`src/rtl/sobel_pkg.sv`:
```
// rtl/sobel_pkg.sv - shared defaults, FSM encoding and window slot packing for the Sobel window generator
package sobel_pkg;

    localparam int SOBEL_IMG_W = 64;
    localparam int SOBEL_IMG_H = 64;
    localparam int SOBEL_PIX_W = 8;
    localparam int ROWCOL_W    = 7;
    localparam int WIN_N       = 9;

    typedef enum logic [1:0] {
        ST_FILL   = 2'd0,
        ST_STREAM = 2'd1,
        ST_LAST   = 2'd2
    } sobel_state_e;

    // Window slots, raster order inside the 3x3: P0 top-left, P4 centre, P8 bottom-right
    localparam int P0 = 0;
    localparam int P1 = 1;
    localparam int P2 = 2;
    localparam int P3 = 3;
    localparam int P4 = 4;
    localparam int P5 = 5;
    localparam int P6 = 6;
    localparam int P7 = 7;
    localparam int P8 = 8;

    function automatic int win_slot_lsb(input int slot, input int pix_w);
        return slot * pix_w;
    endfunction

endpackage

```
`src/rtl/sobel_window_gen_if.sv`:
```
// rtl/sobel_window_gen_if.sv - pixel input stream and window output stream of the Sobel window generator
interface sobel_window_gen_if #(
    parameter int PIX_W = sobel_pkg::SOBEL_PIX_W
);
    import sobel_pkg::*;

    logic [PIX_W-1:0]       pix_in;
    logic                   pix_valid;
    logic                   pix_ready;
    logic [WIN_N*PIX_W-1:0] win;
    logic                   win_valid;
    logic                   win_ready;
    logic [ROWCOL_W-1:0]    win_row;
    logic [ROWCOL_W-1:0]    win_col;
    logic                   frame_done;

    modport slave (
        input  pix_in, pix_valid, win_ready,
        output pix_ready, win, win_valid, win_row, win_col, frame_done
    );

    modport master (
        output pix_in, pix_valid, win_ready,
        input  pix_ready, win, win_valid, win_row, win_col, frame_done
    );

endinterface

```
`src/rtl/sobel_line_buf.sv`:
```
// rtl/sobel_line_buf.sv - single-port read-before-write line buffer, one image row deep
module sobel_line_buf
    import sobel_pkg::*;
#(
    parameter int DEPTH = SOBEL_IMG_W,
    parameter int WIDTH = SOBEL_PIX_W,
    parameter int AW    = $clog2(DEPTH)
) (
    input  logic             clk,
    input  logic             we,
    input  logic [AW-1:0]    addr,
    input  logic [WIDTH-1:0] wdata,
    output logic [WIDTH-1:0] rdata
);

    logic [WIDTH-1:0] mem [DEPTH];

    // Asynchronous read returns the old word in the same cycle the new one is written
    assign rdata = mem[addr];

    always_ff @(posedge clk) begin
        if (we) begin
            mem[addr] <= wdata;
        end
    end

endmodule

```
`src/rtl/sobel_window_gen.sv`:
```
// rtl/sobel_window_gen.sv - streaming 3x3 neighbourhood generator feeding the Sobel edge stage
module sobel_window_gen
    import sobel_pkg::*;
#(
    parameter int IMG_W = SOBEL_IMG_W,
    parameter int IMG_H = SOBEL_IMG_H,
    parameter int PIX_W = SOBEL_PIX_W
) (
    input  logic               clk,
    input  logic               reset,
    sobel_window_gen_if.slave  bus
);

    localparam int COL_W = $clog2(IMG_W);
    localparam int ROW_W = $clog2(IMG_H);
    localparam logic [COL_W-1:0] COL_LAST = COL_W'(IMG_W - 1);
    localparam logic [ROW_W-1:0] ROW_LAST = ROW_W'(IMG_H - 1);

    sobel_state_e state, state_nxt;

    logic [ROW_W-1:0]          in_row;
    logic [COL_W-1:0]          in_col;
    logic                      accept;
    logic                      emit;
    logic                      stream_en;
    logic                      frame_done;
    logic                      row_end;
    logic                      frame_end;
    logic [PIX_W-1:0]          lb_a_rd;
    logic [PIX_W-1:0]          lb_b_rd;
    logic [2:0][PIX_W-1:0]     col_old;
    logic [2:0][PIX_W-1:0]     col_mid;
    logic [WIN_N*PIX_W-1:0]    win_d;
    logic [WIN_N*PIX_W-1:0]    win_q;
    logic                      win_valid_q;
    logic [ROWCOL_W-1:0]       win_row_q;
    logic [ROWCOL_W-1:0]       win_col_q;

    assign bus.pix_ready  = ~win_valid_q | bus.win_ready;
    assign bus.win        = win_q;
    assign bus.win_valid  = win_valid_q;
    assign bus.win_row    = win_row_q;
    assign bus.win_col    = win_col_q;
    assign bus.frame_done = frame_done;

    assign accept    = bus.pix_valid & bus.pix_ready;
    assign row_end   = (in_col == COL_LAST);
    assign frame_end = row_end & (in_row == ROW_LAST);
    // Columns 0 and 1 never emit so a window cannot straddle two rows
    assign emit      = accept & stream_en & (in_row >= ROW_W'(2)) & (in_col >= COL_W'(2));

    always_ff @(posedge clk or negedge reset) begin
        if (!reset) begin
            in_row <= '0;
            in_col <= '0;
        end else if (accept) begin
            if (row_end) begin
                in_col <= '0;
                in_row <= (in_row == ROW_LAST) ? '0 : in_row + ROW_W'(1);
            end else begin
                in_col <= in_col + COL_W'(1);
            end
        end
    end

    // LB_A holds row r-2 and LB_B row r-1; LB_B's old word ripples down into LB_A
    sobel_line_buf #(.DEPTH(IMG_W), .WIDTH(PIX_W), .AW(COL_W)) u_lb_a (
        .clk   (clk),
        .we    (accept),
        .addr  (in_col),
        .wdata (lb_b_rd),
        .rdata (lb_a_rd)
    );

    sobel_line_buf #(.DEPTH(IMG_W), .WIDTH(PIX_W), .AW(COL_W)) u_lb_b (
        .clk   (clk),
        .we    (accept),
        .addr  (in_col),
        .wdata (bus.pix_in),
        .rdata (lb_b_rd)
    );

    // Index 0 is the top of a column, index 2 the bottom (current row)
    always_ff @(posedge clk or negedge reset) begin
        if (!reset) begin
            col_old <= '0;
            col_mid <= '0;
        end else if (accept) begin
            col_old <= col_mid;
            col_mid <= {bus.pix_in, lb_b_rd, lb_a_rd};
        end
    end

    always_comb begin
        win_d = '0;
        for (int r = 0; r < 3; r++) begin
            win_d[win_slot_lsb(P0 + 3 * r, PIX_W) +: PIX_W] = col_old[r];
            win_d[win_slot_lsb(P1 + 3 * r, PIX_W) +: PIX_W] = col_mid[r];
        end
        win_d[win_slot_lsb(P2, PIX_W) +: PIX_W] = lb_a_rd;
        win_d[win_slot_lsb(P5, PIX_W) +: PIX_W] = lb_b_rd;
        win_d[win_slot_lsb(P8, PIX_W) +: PIX_W] = bus.pix_in;
    end

    always_ff @(posedge clk or negedge reset) begin
        if (!reset) begin
            win_q       <= '0;
            win_row_q   <= '0;
            win_col_q   <= '0;
            win_valid_q <= 1'b0;
        end else if (emit) begin
            win_q       <= win_d;
            win_row_q   <= ROWCOL_W'(in_row - ROW_W'(1));
            win_col_q   <= ROWCOL_W'(in_col - COL_W'(1));
            win_valid_q <= 1'b1;
        end else if (bus.win_ready) begin
            win_valid_q <= 1'b0;
        end
    end

    always_ff @(posedge clk or negedge reset) begin
        if (!reset) begin
            state <= ST_FILL;
        end else begin
            state <= state_nxt;
        end
    end

    always_comb begin
        state_nxt = state;
        case (state)
            ST_FILL: begin
                if (accept && row_end && (in_row == ROW_W'(1))) begin
                    state_nxt = ST_STREAM;
                end
            end
            ST_STREAM: begin
                if (accept && frame_end) begin
                    state_nxt = ST_LAST;
                end
            end
            ST_LAST: begin
                if (win_valid_q && bus.win_ready) begin
                    state_nxt = ST_FILL;
                end
            end
            default: state_nxt = ST_FILL;
        endcase
    end

    always_comb begin
        stream_en  = (state == ST_STREAM);
        frame_done = (state == ST_LAST) & win_valid_q & bus.win_ready;
    end

endmodule
```
`src/flat_wrapper.sv`:
```
// flat-port wrapper written by rule: the top's interface ports become plain ports
module sobel_window_gen_flat import sobel_pkg::*;
#(
    parameter int IMG_W = SOBEL_IMG_W,
    parameter int IMG_H = SOBEL_IMG_H,
    parameter int PIX_W = SOBEL_PIX_W
)
  (clk, reset, bus_pix_in, bus_pix_valid, bus_win_ready, bus_pix_ready, bus_win, bus_win_valid, bus_win_row, bus_win_col, bus_frame_done);
  sobel_window_gen_if #(.PIX_W(PIX_W)) bus_i ();
  input  logic clk;
  input  logic reset;
  input wire logic [$bits(bus_i.pix_in)-1:0] bus_pix_in;
  input wire logic [$bits(bus_i.pix_valid)-1:0] bus_pix_valid;
  input wire logic [$bits(bus_i.win_ready)-1:0] bus_win_ready;
  output wire logic [$bits(bus_i.pix_ready)-1:0] bus_pix_ready;
  output wire logic [$bits(bus_i.win)-1:0] bus_win;
  output wire logic [$bits(bus_i.win_valid)-1:0] bus_win_valid;
  output wire logic [$bits(bus_i.win_row)-1:0] bus_win_row;
  output wire logic [$bits(bus_i.win_col)-1:0] bus_win_col;
  output wire logic [$bits(bus_i.frame_done)-1:0] bus_frame_done;
  assign bus_i.pix_in = bus_pix_in;
  assign bus_i.pix_valid = bus_pix_valid;
  assign bus_i.win_ready = bus_win_ready;
  assign bus_pix_ready = bus_i.pix_ready;
  assign bus_win = bus_i.win;
  assign bus_win_valid = bus_i.win_valid;
  assign bus_win_row = bus_i.win_row;
  assign bus_win_col = bus_i.win_col;
  assign bus_frame_done = bus_i.frame_done;
  sobel_window_gen #(.IMG_W(IMG_W), .IMG_H(IMG_H), .PIX_W(PIX_W)) u_core (.clk(clk), .reset(reset), .bus(bus_i));
endmodule
```
`config.mk`:
```
export PLATFORM = sky130hd
export DESIGN_NAME = sobel_window_gen_flat
export DESIGN_NICKNAME = d
export VERILOG_FILES = /design/src/rtl/sobel_pkg.sv /design/src/rtl/sobel_window_gen_if.sv /design/src/rtl/sobel_line_buf.sv /design/src/rtl/sobel_window_gen.sv /design/src/flat_wrapper.sv
export SDC_FILE = /design/constraint.sdc
export NUM_CORES = 1
export LEC_CHECK = 0
export ABC_AREA = 1
export ABC_CLOCK_PERIOD_IN_PS = 7400
export CELL_PAD_IN_SITES_DETAIL_PLACEMENT = 0
export CELL_PAD_IN_SITES_GLOBAL_PLACEMENT = 2
export CORE_AREA = 2 2 354 356
export CTS_BUF_LIST = sky130_fd_sc_hd__clkbuf_8 sky130_fd_sc_hd__clkbuf_16
export DETAILED_ROUTE_END_ITERATION = 6
export DIE_AREA = 0 0 356 358
export GPL_TIMING_DRIVEN = 0
export HOLD_SLACK_MARGIN = 0.06
export PLACE_DENSITY_LB_ADDON = 0.1
export SLEW_MARGIN = 15
export SYNTH_ARGS = -nofsm -noshare
export SYNTH_HDL_FRONTEND = slang
export SYNTH_SLANG_ARGS = --single-unit
```
`constraint.sdc`:
```
create_clock -name clk -period 7.4 [get_ports clk]
set_input_delay 1.48 -clock clk [delete_from_list [all_inputs] [get_ports clk]]
set_output_delay 1.48 -clock clk [all_outputs]
set_load 0.02 [all_outputs]
```
==> results.cfg, run 1 <==
[run_status]
status = finished, final reports clean

[sta]
fin_ws_ps = 2931
rsz0062_at_grt = no
fmax_mhz = 223.7
maxSlewViolCount = 0
setup_viol = 0
layout_min_cycle_time_ps = 4469
finalHoldViolations = 0
finalCritPeriodShare_pct = 60.40
tightestPinTransition_ps = 1335
slew_headroom_pct = 10.66
clock-skew-final_ps = 30.18

[grt]
antenna_found_initial = 12
grt-ovfl-total = 0
grt_pass1_wl_um = 231100
gr-usage-all-layers_pct = 25.61
grt_max_degree = 98
grt_pass1_vias = 32471

[worst_setup_path]
critPathArrivalTime_ps = 4930
reg2reg_depth = 6
r2r_slack_ps = 3160
r2r-end = u_core.u_lb_a.mem[22][7]
criticalPathCategory = in -> reg
reg2reg_from = u_core.in_col[2]
path_max_fanout = 10
required_ps = 7870
critPathLaunchType = input port
cp-end-kind = register

[finish]
fin_nets = 5195
syn2layout_area_growth_pct = 17.90
fillers = 11778
fin_cells = 6919
drive_gt1_share_pct = 9.051
regArea_sq_um = 34480
fin_area_sq_um = 57810
utilization_pct = 46.88
multi_input_area_sq_um = 13340

[routing]
via_per_inst = 4.886
drt-total-wl_um = 162300
vias = 33809
drtPass1Iterations = 7
avgRoutedWirePerCell_um = 23.46
dr.first_iter.drc_count = 3029
drc = 0
ant_nets = 0

[clock_network]
cts_setup_buffers = 0
holdBufCountCts = 0
clock_path_buffers = 3
path_clk_slew_ps = 60
root_buffer = clkbuf_16
numClockSinks = 1173
post_cts_resized = 0
h-tree-depth = 4
insertion_delay_ps = 780
cts_made_buffers = 135
cts_tree = built

[power]
leakage_nw = 24.63
power_density_nw_per_um2 = 424.7
power_mw = 24.55
vdd_ir_drop_max_uv = 476.5

[floorplanning]
rows = 129
pin_count = 101
core_area_sq_um = 123300
start_util_pct = 39.76
die_w_um = 356
die_h_um = 358
dieArea_sq_um = 127400

[synth]
yosysSeqAreaShare_pct = 70.32
synthesis.area_sq_um = 49030
syn_inst = 4871
synth.top_cell.area_share_pct = 62.71
yosys_warnings = 0
synth_top_cell_by_area = edfxtp_1
synth_nets = 4890
synth.distinct_cells = 34
synth.avg_cell_area_sq_um = 10.07
synth_seq_cells = 1173
netlist_top_cells_area = edfxtp_1, nand2_1, dfrtp_1, nor2_1, buf_2

[flow_run]
maxCapViolations = 0

[min_path]
holdPathEnd = u_core.bus.win[0]
hold_class = reg -> reg
min_from = u_core.col_old[0]
min_path_cells = 2

[place]
place.gp.congestion = 0.9126
dpl_cell_area_sq_um = 53460
dp.cells = 6676
io_buffers = 100
hpwl_um = 113700
dp_slack_ps = 2215
[cell type report]
type / count / share of cell area (%)
well taps: 1637 / 3.543
clock buffers: 149 / 6.255
diodes: 1 / 0.004329
clock inverters: 93 / 1.260
inverters: 75 / 0.4870
plain buffers: 239 / 2.078
repair buffers: 168 / 3.645
multi-input cells: 3384 / 23.08
flip-flops and latches: 1173 / 59.64
[cell usage after synthesis]
cell	count
nand3_1	20
o21ai_1	23
nor3_1	6
buf_1	38
or2_1	4
o21a_1	1
nor2_4	1
inv_1	68
dfrtp_1	149
clkbuf_2	1
nand4_1	1
nor2_1	125
o31ai_1	1
o21ai_0	67
nand3_2	1
clkbuf_1	73
or2_0	1
o211ai_1	7
nor3_2	2
xor2_1	8
a21oi_1	3
buf_4	20
nand2_2	8
nand2_1	3091
and3_1	1
xnor2_1	2
nor4_1	1
edfxtp_1	1024
buf_2	92
o22ai_1	2
buf_6	15
inv_2	7
a211oi_1	1
ha_1	7
[worst max path at each step]
| stage | cells after the start | start | to |
|---|---|---|---|
| finish | 9 | bus_win_ready | u_core.u_lb_a.mem[22][7] |
| global placement | 1 | reset | u_core.in_col[0] |
| global route | 9 | bus_win_ready | u_core.u_lb_a.mem[22][7] |
| floorplan | 6 | bus_win_ready | u_core.u_lb_a.mem[31][0] |
| detailed placement | 9 | bus_win_ready | u_core.u_lb_a.mem[22][7] |
| CTS | 9 | bus_win_ready | u_core.u_lb_a.mem[22][7] |
[flip-flops by register name (all words and copies together) (netlist names), 7 cells and up]
register	cells
u_core.bus.win_col	7
u_core.bus.win	72
u_core.col_mid	24
u_core.bus.win_row	7
u_core.u_lb_a.mem	512
u_core.u_lb_b.mem	512
u_core.col_old	24
[per-stage QoR]
step,setup TNS (ps),hold slack [ps]
5_1_grt,0,492.2
3_5_place_dp,0,458.8
2_1_floorplan,0,442.2
6_report,0,460.3
3_3_place_gp,-231580,455.2
4_1_cts,0,462.1
[cell usage in the layout (no fill, tap or decap), types with 10 or more instances in the layout]
| cell | instances |
|---|---|
| buf_1 | 38 |
| buf_16 | 10 |
| buf_2 | 92 |
| buf_4 | 30 |
| buf_6 | 27 |
| buf_8 | 38 |
| bufinv_16 | 11 |
| clkbuf_1 | 73 |
| clkbuf_16 | 139 |
| clkbuf_8 | 10 |
| clkdlybuf4s50_1 | 91 |
| clkinv_1 | 26 |
| clkinv_2 | 20 |
| dfrtp_1 | 149 |
| edfxtp_1 | 1024 |
| inv_1 | 94 |
| nand2_1 | 3091 |
| nand3_1 | 20 |
| nor2_1 | 62 |
| nor2_2 | 49 |
| nor2_4 | 15 |
| o21ai_0 | 67 |
| o21ai_1 | 23 |
[critical path, cell delays in order]
cell	delay, ps
clkdlybuf4s50_1	470
inv_1	40
nand2_1	80
nand2_1	230
clkbuf_1	380
nor2_1	380
nand3_1	780
nor2_2	840
buf_8	230
[metal layers]
metal  routed length (um)  share of wire, %  GRT usage [%]
met5                   11            0.0068              0
met2                76500                47          41.92
met3                 9319               5.7          3.557
met4                 5226               3.2          8.852
met1                71260                44          35.10
[power by group]
part           switching [mW]  total (mW)  internal (mW)
Clock                    2.68        6.56           3.88
Sequential              0.208        9.08           8.87
Combinational            6.80        8.91           2.11
Total                    9.69        24.6           14.9
[cells by family (layout without fill, tap and decap cells)]
logic type      count (synthesis)  count (layout)  synth area share [%]
compound gates                105             105                 1.128
buf+inv                       314             724                 3.024
flops                        1173            1173                 70.32
fa+ha+maj                       7               7                0.1786
simple gates                 3262            3262                 25.17
other cells                     0               1                     0
xor+xnor                       10              10                0.1786
No activity file was read; power rests on OpenSTA's default activity.
==> run 2: changes to the inputs <==
--- a/config.mk
+++ b/config.mk
@@ -6,7 +6,7 @@
 export NUM_CORES = 1
 export LEC_CHECK = 0
 export ABC_AREA = 1
-export ABC_CLOCK_PERIOD_IN_PS = 7400
+export ABC_CLOCK_PERIOD_IN_PS = 4450
 export CELL_PAD_IN_SITES_DETAIL_PLACEMENT = 0
 export CELL_PAD_IN_SITES_GLOBAL_PLACEMENT = 2
 export CORE_AREA = 2 2 354 356
==> constraint.sdc (replaced) <==
create_clock -name clk -period 4.45 [get_ports clk]
set_input_delay 0.89 -clock clk [delete_from_list [all_inputs] [get_ports clk]]
set_output_delay 0.89 -clock clk [all_outputs]
set_load 0.02 [all_outputs]
==> run 2 against run 1 <==
Clock power grew 66%. Design area about the same. Combinational power increased by 66%. Sequential share of layout area about the same. Count of clock-buffer cells in the layout unchanged. Critical endpoint unchanged.
==> results.cfg, run 2 (same netlist as run 1, synthesis figures left out) <==
[sta]
slew_headroom_pct = 10.77
tightestPinTransition_ps = 1334
layout_min_cycle_time_ps = 4216
maxSlewViolCount = 0
clock-skew-final_ps = 31.55
setup_viol = 0
rsz0062_at_grt = no
finalHoldViolations = 0
fmax_mhz = 237.2
hold_ws_ps = 460.1
finalCritPeriodShare_pct = 94.75

[min_path]
hold_class = reg -> reg
min_from = u_core.col_old[0]
holdPathEnd = u_core.bus.win[0]
min_path_cells = 2

[finish]
fin_nets = 5196
fillers = 11773
regArea_sq_um = 34480
drive_gt1_share_pct = 9.050
multi_input_area_sq_um = 13340
diodes = 0
layout_common_cells = nand2_1, edfxtp_1, dfrtp_1
layout_commonest_cell = nand2_1
syn2layout_area_growth_pct = 17.91

[clock_network]
path_clk_slew_ps = 60
cts_made_buffers = 135
insertion_delay_ps = 780
cts_tree = built
root_buffer = clkbuf_16
holdBufCountCts = 1
cts_setup_buffers = 0
post_cts_resized = 0
numClockSinks = 1173
clock_path_buffers = 3
h-tree-depth = 4

[worst_setup_path]
r2r-end = u_core.u_lb_a.mem[22][7]
path_buf_inv = 4
cp-end-kind = register
path_max_fanout = 10
cp_cell_sequence = clkbuf_1 > clkbuf_1 > buf_2 > nand3_1 > nor2_2 > buf_8
cpMaxStageDelayCell = clkbuf_1
reg2reg_from = u_core.in_col[2]
reg2reg_depth = 6
r2r_slack_ps = 230
cp_common_cell = clkbuf_1
crit_cells = 6
criticalPathCategory = reg -> reg
critPathArrivalTime_ps = 4680
required_ps = 4920
critPathLaunchType = register
cpPeakStageDelay_ps = 970
crit_family = buffers and inverters

[grt]
gr-usage-all-layers_pct = 25.62
grt-ovfl-total = 0
grt_pass1_vias = 32477
grt_pass1_wl_um = 231100
antenna_found_initial = 12
grt_max_degree = 98

[power]
power_frac_seq_pct = 37.0
switching_share_pct = 39.50
p_sw_mw = 16.13
p_int_mw = 24.71
power_mw = 40.84
pwr-share-comb_pct = 36.3
vdd_ir_drop_max_uv = 795.2
leakage_nw = 24.63
power_density_nw_per_um2 = 706.4
clkPwrFrac_pct = 26.7

[routing]
vias = 33803
drc = 0
ant_nets = 0
drtPass1Iterations = 7
drt-total-wl_um = 162400
dr.first_iter.drc_count = 3080
via_per_inst = 4.886
avgRoutedWirePerCell_um = 23.46

[flow_run]
maxCapViolations = 0

[floorplanning]
core_area_sq_um = 123300
rows = 129
die_h_um = 358
die_w_um = 356
dieArea_sq_um = 127400
pin_count = 101
start_util_pct = 39.76

[place]
place.gp.congestion = 0.9126
hpwl_um = 113700
io_buffers = 100

[run_status]
status = finished, final reports clean
-- run 2: per-stage QoR --
step                      worst slack, ps  area (sq um)  util (%)  TNS [ps]  std cells
after floorplan                      1197         49030         -         0       4871
after global placement              -3923         52080     42.23  -1024420       6608
after detailed placement           -145.1         53460     43.35     -5938       6676
after CTS                           291.0         57810     46.88         0       6919
after global routing                235.4         57810     46.88         0       6919
final                               233.5         57810     46.88         0       6919
-- run 2: layer usage --
metal	wire, um	vias up	global-route usage [%]	share of wire [%]
li1	-	16314	-	-
met1	72080	16334	35.10	44
met2	76400	932	41.93	47
met3	8539	221	3.557	5.3
met4	5321	2	8.852	3.3
met5	11	-	0	0.0068
-- run 2: layout make-up --
| type | instances | area share (%) |
|---|---|---|
| inverters | 75 | 0.4869 |
| plain buffers | 239 | 2.078 |
| well taps | 1637 | 3.543 |
| clock buffers | 149 | 6.254 |
| clock inverters | 93 | 1.260 |
| multi-input cells | 3384 | 23.08 |
| repair buffers | 169 | 3.662 |
| flip-flops and latches | 1173 | 59.64 |
-- run 2: worst reg2reg max path: cells and delay by family, from the launching register on --
kind,cells,cell delay [ps]
flops,1,330
buf+inv,4,1980
simple gates,2,1610
-- run 2: power groups by stage --
stage / registers, mW / clock network [mW] / logic, mW
3_3_place_gp: 15.6 / 0 / 14.1
4_1_cts: 15.1 / 11.1 / 15.0
5_1_grt: 15.2 / 11.5 / 16.1
2_1_floorplan: 15.7 / 0 / 7.00
3_5_place_dp: 15.3 / 0 / 15.0
6_report: 15.1 / 10.9 / 14.8
-- run 2: worst max path at each step --
| stage | slack (ps) | endpoint | start |
|---|---|---|---|
| CTS | 290 | u_core.u_lb_a.mem[22][7] | u_core.in_col[2] |
| detailed placement | -150 | u_core.u_lb_a.mem[22][7] | bus_win_ready |
| finish | 230 | u_core.u_lb_a.mem[22][7] | u_core.in_col[2] |
| floorplan | 1200 | u_core.u_lb_a.mem[31][0] | bus_win_ready |
| global placement | -3920 | u_core.in_col[0] | reset |
| global route | 240 | u_core.u_lb_a.mem[22][7] | u_core.in_col[2] |
==> run 3: changes to the inputs <==
--- a/config.mk
+++ b/config.mk
@@ -16,6 +16,7 @@
 export GPL_TIMING_DRIVEN = 0
 export HOLD_SLACK_MARGIN = 0.06
 export PLACE_DENSITY_LB_ADDON = 0.1
+export REMOVE_ABC_BUFFERS = 1
 export SLEW_MARGIN = 15
 export SYNTH_ARGS = -nofsm -noshare
 export SYNTH_HDL_FRONTEND = slang
==> run 3 against run 2 <==
Core utilization is 0.33 points lower. Clock power shrank 4%. Total power shrank 3.9%. Non-clock buffer count is 205 lower. Setup slack worse by 44 ps. Via count down 5.0%. Global-route usage fell by 3.8 points. Clock skew is 1.0 ps lower. Die area stayed put. Sequential cell count stayed put. Critical path type is now in -> reg. Critical endpoint is now u_core.u_lb_a.mem[8][1]. Largest power group unchanged.
==> results.cfg, run 3 (same netlist as run 1, synthesis figures left out) <==
[run_status]
status = finished, final reports clean

[sta]
slew_headroom_pct = 26.43
layout_min_cycle_time_ps = 4261
hold_ws_ps = 84.68
clock-skew-final_ps = 30.50
finalCritPeriodShare_pct = 95.75
tightestPinTransition_ps = 1101
setup_viol = 0
fmax_mhz = 234.7
maxSlewViolCount = 0
finalHoldViolations = 0
tns_ps = 0
rsz0062_at_grt = no

[floorplanning]
rows = 129
pin_count = 101
core_area_sq_um = 123300
dieArea_sq_um = 127400
start_util_pct = 39.76
die_h_um = 358
die_w_um = 356

[grt]
gr-usage-all-layers_pct = 21.81
grt-ovfl-total = 0
grt_pass1_vias = 30493
grt_max_degree = 119
antenna_found_initial = 3
grt_pass1_wl_um = 203600

[routing]
vias = 32106
via_per_inst = 4.779
drtPass1Iterations = 7
dr.first_iter.drc_count = 2519
ant_nets = 0
drt-total-wl_um = 139300
drc = 0
avgRoutedWirePerCell_um = 20.73

[worst_setup_path]
path_max_fanout = 24
criticalPathCategory = in -> reg
cpPeakStageDelay_ps = 960
crit_family = simple AND/OR/NAND/NOR gates
cpMaxStageDelayCell = nand2_1
critPathLaunchType = input port
cp_cell_sequence = clkdlybuf4s50_1 > inv_1 > nand2_1 > nand2_4 > inv_1 > nand2_1 > nor2_2 > buf_8
cp-end-kind = register
path_buf_inv = 4
critPathArrivalTime_ps = 4710
required_ps = 4900

[power]
power_density_nw_per_um2 = 683.4
vdd_ir_drop_max_uv = 1148
power_mw = 39.23
leakage_nw = 24.28

[clock_network]
cts_made_buffers = 136
root_buffer = clkbuf_16
clock_path_buffers = 3
holdBufCountCts = 0
numClockSinks = 1173
insertion_delay_ps = 760
h-tree-depth = 4
path_clk_slew_ps = 60
cts_tree = built

[min_path]
hold_class = in -> async

[place]
hpwl_um = 80080
dp.cells = 6469
io_buffers = 100
place.gp.congestion = 0.7253

[finish]
fillers = 11590
fin_nets = 4992
drive_gt1_share_pct = 7.739
multi_input_area_sq_um = 13470
syn2layout_area_growth_pct = 17.08
utilization_pct = 46.55
layout_common_cells = nand2_1, edfxtp_1, dfrtp_1
fin_cells = 6718
regArea_sq_um = 34490
layout_commonest_cell = nand2_1

[flow_run]
maxCapViolations = 0
## run 3: path summary, 6_finish.rpt
check                              startpoint                        to  slack (ps)  cells after the start
max                             bus_win_ready   u_core.u_lb_a.mem[8][1]         190                      8
min                                     reset        u_core.bus.win[29]          80                      1
max reg2reg                  u_core.in_col[0]  u_core.u_lb_a.mem[60][7]         260                     14
min reg2reg                u_core.col_old[20]        u_core.bus.win[52]         450                      2
max in group asynchronous               reset         u_core.col_old[0]        3570                      2
min in group clk           u_core.col_old[20]        u_core.bus.win[52]         450                      2
## run 3: per-layer routing
metal	track usage (%)	wire length, um
met5	0	0
met4	7.823	4500
met3	3.659	5819
met2	35.39	64990
met1	29.61	63970
## run 3: area by class of cell
cell class / count / area share (%)
tap: 1637 / 3.568
clock inverter: 96 / 0.9612
sequential: 1173 / 60.08
antenna: 3 / 0.01308
inverter: 75 / 0.5296
clock buffer: 147 / 6.349
multi-input combinational: 3384 / 23.47
timing repair buffer: 203 / 5.028
## run 3: power breakdown
group          internal [mW]  leakage [nW]  switching (mW)
clock network           6.09          2.21            4.42
logic                   3.50          10.9            9.92
registers               14.8          11.1           0.544
## run 3: metrics by stage
| stage | cell area [sq um] | setup WS [ps] |
|---|---|---|
| after global routing | 57400 | 68.51 |
| after floorplan | 47830 | -18510 |
| after detailed placement | 53090 | -969.1 |
| final | 57410 | 189.2 |
| after global placement | 50880 | -56580 |
| after CTS | 57360 | 73.26 |
## run 3: repair_timing
action                                  CTS  global route
pin swaps                                 2             0
setup buffers                             1             2
gates resized for setup                  12             1
endpoints found under the setup margin  325           124
